[src/rtl/dac_threshold_spi.sv]
// dac_threshold_spi
//   Serialises comparator threshold codes to an external 16-bit SPI DAC.
//   An accepted write sends a 24-bit frame {CMD, code} MSB first. The
//   block then waits a fixed analog settle time before it reasserts ready.
//
// Ports
//   clk_i            system clock
//   arst_ni          asynchronous active-low reset
//   threshold_i      DAC code, sampled only on an accepted write
//   threshold_wre_i  write strobe, accepted while threshold_rdy_o=1
//   threshold_rdy_o  idle and settled; the next write is accepted
//   wr_drop_o        one-cycle pulse per strobe cycle discarded while busy
//   dac_cs_no        DAC chip select, active low
//   dac_sclk_o       SPI clock, idles low
//   dac_mosi_o       SPI data, MSB first, sampled by the DAC on SCLK rise
module dac_threshold_spi #(
  parameter int unsigned CLK_DIV       = 2,
  parameter logic [7:0]  CMD           = 8'h30,
  parameter int unsigned SETTLE_CYCLES = 100
) (
  input  logic        clk_i,
  input  logic        arst_ni,
  input  logic [15:0] threshold_i,
  input  logic        threshold_wre_i,
  output logic        threshold_rdy_o,
  output logic        wr_drop_o,
  output logic        dac_cs_no,
  output logic        dac_sclk_o,
  output logic        dac_mosi_o
);

  localparam int unsigned HW = (CLK_DIV > 1) ? $clog2(CLK_DIV + 1) : 1;
  localparam int unsigned SW = (SETTLE_CYCLES > 1) ? $clog2(SETTLE_CYCLES + 1) : 1;

  localparam logic [1:0] S_IDLE   = 2'd0;
  localparam logic [1:0] S_SHIFT  = 2'd1;
  localparam logic [1:0] S_HOLD   = 2'd2;
  localparam logic [1:0] S_SETTLE = 2'd3;

  localparam logic [HW-1:0] HALF_LOAD   = HW'(CLK_DIV - 1);
  localparam logic [SW-1:0] SETTLE_LOAD = SW'(SETTLE_CYCLES - 1);
  localparam logic [4:0]    LAST_BIT    = 5'd23;

  logic [1:0]    r_state;
  logic [23:0]   r_shift;
  logic [4:0]    r_bit;
  logic [HW-1:0] r_half;
  logic [SW-1:0] r_settle;
  logic          r_rdy;
  logic          r_drop;
  logic          r_cs_n;
  logic          r_sclk;
  logic          r_mosi;

  always_ff @(posedge clk_i or negedge arst_ni) begin
    if (!arst_ni) begin
      r_state  <= S_IDLE;
      r_shift  <= '0;
      r_bit    <= '0;
      r_half   <= '0;
      r_settle <= '0;
      r_rdy    <= 1'b1;
      r_drop   <= 1'b0;
      r_cs_n   <= 1'b1;
      r_sclk   <= 1'b0;
      r_mosi   <= 1'b0;
    end else begin
      // Ready is high only in IDLE, so any strobe outside IDLE is a drop.
      r_drop <= threshold_wre_i && (r_state != S_IDLE);

      case (r_state)
        S_IDLE: begin
          if (threshold_wre_i) begin
            // The MSB goes straight to MOSI. The shift register keeps the
            // remaining 23 bits left-aligned, so bit 23 is always the next bit.
            r_shift <= {CMD[6:0], threshold_i, 1'b0};
            r_mosi  <= CMD[7];
            r_cs_n  <= 1'b0;
            r_sclk  <= 1'b0;
            r_rdy   <= 1'b0;
            r_half  <= HALF_LOAD;
            r_bit   <= '0;
            r_state <= S_SHIFT;
          end
        end

        S_SHIFT: begin
          if (r_half != '0) begin
            r_half <= r_half - HW'(1);
          end else begin
            r_half <= HALF_LOAD;
            if (!r_sclk) begin
              r_sclk <= 1'b1;
            end else begin
              r_sclk <= 1'b0;
              if (r_bit == LAST_BIT) begin
                r_state <= S_HOLD;
              end else begin
                r_bit   <= r_bit + 5'd1;
                r_mosi  <= r_shift[23];
                r_shift <= {r_shift[22:0], 1'b0};
              end
            end
          end
        end

        S_HOLD: begin
          if (r_half != '0) begin
            r_half <= r_half - HW'(1);
          end else begin
            r_cs_n   <= 1'b1;
            r_mosi   <= 1'b0;
            r_settle <= SETTLE_LOAD;
            r_state  <= S_SETTLE;
          end
        end

        S_SETTLE: begin
          if (r_settle != '0) begin
            r_settle <= r_settle - SW'(1);
          end else begin
            r_rdy   <= 1'b1;
            r_state <= S_IDLE;
          end
        end

        default: begin
          r_state <= S_IDLE;
          r_rdy   <= 1'b1;
          r_cs_n  <= 1'b1;
          r_sclk  <= 1'b0;
          r_mosi  <= 1'b0;
        end
      endcase
    end
  end

  assign threshold_rdy_o = r_rdy;
  assign wr_drop_o       = r_drop;
  assign dac_cs_no       = r_cs_n;
  assign dac_sclk_o      = r_sclk;
  assign dac_mosi_o      = r_mosi;

endmodule

[config.mk]
export PLATFORM = sky130hd
export DESIGN_NAME = dac_threshold_spi
export DESIGN_NICKNAME = d
export VERILOG_FILES = /design/src/rtl/dac_threshold_spi.sv
export SDC_FILE = /design/constraint.sdc
export NUM_CORES = 1
export LEC_CHECK = 0
export CAP_MARGIN = 20
export CORE_MARGIN = 2
export CORE_UTILIZATION = 50
export CTS_BUF_LIST = sky130_fd_sc_hd__clkbuf_4 sky130_fd_sc_hd__clkbuf_8
export DETAILED_ROUTE_END_ITERATION = 8
export PLACE_DENSITY = 0.71
export SETUP_SLACK_MARGIN = 0.15
export SLEW_MARGIN = 20
export SYNTH_ARGS = -nofsm -noshare
export SYNTH_HDL_FRONTEND = slang
export SYNTH_SLANG_ARGS = --single-unit
[constraint.sdc]
create_clock -name clk_i -period 5.3 [get_ports clk_i]
set_input_delay 1.06 -clock clk_i [delete_from_list [all_inputs] [get_ports clk_i]]
set_output_delay 1.06 -clock clk_i [all_outputs]
set_load 0.1 [all_outputs]
==> results.yml <==
timing:
  fin_worst_skew_ps: 4.91
  fmax_mhz: 330
  finalSetupViolations: 0
  worstMarginPinSlew_ps: 974
  slew_violations: 0
  period_minus_slack_ps: 3030
  maxSlewHeadroom_pct: 34.9
  fin_tns_setup_ps: 0
  fin_crit_sh_pct: 57.2
  hold_viol: 0
  rsz0062_at_grt: "false"
synth:
  synth_edf_count: 0
  syn_area_um2: 2420
  postSynthAreaPerCell_um2: 10.3
  seq_area_frac_synth_pct: 45.6
  async_flop_share_pct: 100
  netlist-cell-type-count: 54
  synthCells: 236
  synthFlopType: "dfrtp_1"
  syn-num-nets: 265
  yosys_warnings: 0
  synth-seq-cells: 44
power:
  vdd_drop_max_mv: 0.128
  clockPowerShare_pct: 34.6
  switching_share_pct: 22.6
  netSwitchingPower_uw: 130
  p_leak_uw: 0.00127
  power_per_cell_area_nw_per_um2: 209
  finalPower_uw: 577
  intPower_uw: 447
  p_comb_share_pct: 6.0
  p_seq_share_pct: 59.4
routing:
  met2_length_mm: 1.97
  drc: 0
  via_per_inst: 5.67
  vias: 1770
  detailedRoute.firstIterationViolations: 81
  routedLengthMet1_mm: 2.13
  dr.pass1.iters: 4
  wl_mm: 4.34
  wl_per_cell_um: 13.9
  top_layer: "met4"
  ant_nets: 0
  wl_met3_um: 181
placement:
  placed_cell_area_um2: 2660
  port_buffers: 23
  hpwl_mm: 3.06
  place_congestion: 0.812
critical_path:
  cp-startpoint: "dac_cs_no"
  critical_path.top_delay_family: "buffers and inverters"
  cp-start-kind: "register"
  critical_path_required_ps: 4240
  cp-end-kind: "primary output"
  cp_cell_sequence: "clkdlybuf4s50_1"
  timing.critical_path.fanout_max: 3
  worstPathArrival_ps: 1970
  path_buf_inv: 1
  crit_slowest_cell: "clkdlybuf4s50_1"
  critical_path_class: "reg -> out"
  slowest_delay_ps: 1130
  r2r_start: "r_state[1]"
clock_tree:
  cts_root_buf: "clkbuf_8"
  cts_max_path_buffers: 2
  htree_levels: 2
  numCtsBuffers: 5
  cts_tree: "yes"
  numClockSinks: 44
  cts_setup_buffers: 0
  cts.hold.buffers_added: 0
  insertion_delay_ps: 290
  ctsResizeCount: 0
  path_clk_slew_ps: 80
grt:
  antenna_found_initial: 0
  grt_max_degree: 45
  grt_pass1_vias: 1594
  grt_pass1_wl_mm: 7.69
  grt_usage_pct: 18.4
  grt_overflow: 0
hold_path:
  hold_path.class: "reg -> reg"
  hp-start: "r_shift[19]"
layout:
  nets: 287
  syn2layout_area_growth_pct: 13.8
  seq_area_um2: 1100
  fill_cells: 426
  diodes: 0
  final_cell_area_um2: 2760
  multi_input_area_um2: 1210
  drive_above_1_share_pct: 9.69
outcome:
  outcome: "finished clean"
floorplan:
  dieArea_um2: 5410
  num_io_pins: 24
  core.rowCount: 25
  die_h_um: 73.6
  die_w_um: 73.6
  initial_core_util_pct: 51.6
  coreArea_um2: 4690
job:
  maxCapViolations: 0
## synth_stat cells (3+ instances only)
library cell	count	area [um^2]
buf_2	5	25.0
nand3_1	7	35.0
mux2i_1	18	180
a31oi_1	3	18.8
nor2b_1	4	25.0
a22o_1	7	61.3
o22ai_1	3	18.8
a21oi_1	27	135
clkbuf_1	3	11.3
nand2_1	13	48.8
nor2_1	26	97.6
dfrtp_1	42	1050
ha_1	10	125
o21ai_0	9	45.0
nand2b_1	3	18.8
inv_1	12	45.0
## through the flow
step / utilization (%) / cells / setup slack [ps] / hold slack, ps
after floorplan: - / 236 / 3120 / 450
after global placement: 56.7 / 304 / 2140 / 473
after detailed placement: 56.7 / 304 / 2080 / 474
after CTS: 58.4 / 311 / 2250 / 500
after global routing: 58.7 / 312 / 2230 / 526
final: 58.7 / 312 / 2270 / 492
## cell families (layout without fill, tap and decap cells)
group,Yosys count,after routing,share of synthesized area (%)
compound gates,69,69,20.6
xor+xnor,1,1,0.362
fa+ha+maj,10,10,5.17
buf+inv,22,44,4.39
flops,44,44,45.6
mux,20,20,8.53
simple gates,70,70,15.3
## layout by cell type, fill, tap and decap left out, types with 2 or more instances in the layout
cell type,synthesis,final
a21o_1,2,2
a21oi_1,27,27
a22o_1,7,7
a31oi_1,3,3
and2b_2,2,2
buf_4,0,2
clkbuf_8,1,5
clkdlybuf4s50_1,0,22
dfrtp_1,42,42
dfstp_2,2,2
ha_1,10,10
inv_1,12,12
mux2i_1,18,18
nand2_1,13,13
nand2b_1,3,3
nand3_1,7,7
nand4b_1,2,2
nor2_1,26,26
nor2b_1,4,4
nor3b_1,2,2
o21ai_0,9,9
o22ai_1,3,3
o2bb2ai_1,2,2
## registers in the layout (all words and copies together) (netlist names)
| register | cells |
|---|---|
| threshold_rdy_o | 1 |
| dac_sclk_o | 1 |
| wr_drop_o | 1 |
| r_state | 2 |
| r_bit | 5 |
| r_shift | 23 |
| r_half | 2 |
| r_settle | 7 |
| dac_mosi_o | 1 |
| dac_cs_no | 1 |
## power by group through the flow
stage                     Sequential (uW)  Combinational (uW)  Clock (uW)
after global placement                349                34.8           0
final                                 343                34.4         200
after floorplan                       355                6.25           0
after CTS                             343                35.1         206
after detailed placement              350                35.1           0
after global routing                  344                38.2         223
## final timing paths
path | endpoint | slack, ps | cells after the start
max in group asynchronous | r_shift[7] | 4170 | 1
worst min-delay path | r_shift[20] | 490 | 2
worst max-delay path | dac_cs_no | 2270 | 1
worst max register to register | r_shift[11] | 2790 | 8
worst min register to register | r_shift[20] | 490 | 2
min in group asynchronous | r_bit[4] | 750 | 1
## per-layer routing
| metal | global-route usage, % | vias up |
|---|---|---|
| met4 | 4.85 | 0 |
| met3 | 4.94 | 6 |
| met1 | 26.5 | 842 |
| met5 | 0 | - |
| met2 | 27.7 | 33 |
| li1 | - | 889 |
## layout make-up
class / count / area share (%)
clock buffers: 5 / 2.50
inverters: 12 / 1.63
clock inverters: 2 / 0.454
flip-flops and latches: 44 / 40.1
well taps: 54 / 2.45
repair buffers: 25 / 8.95
multi-input cells: 170 / 44.0
Power figures use the tool's default switching activity.
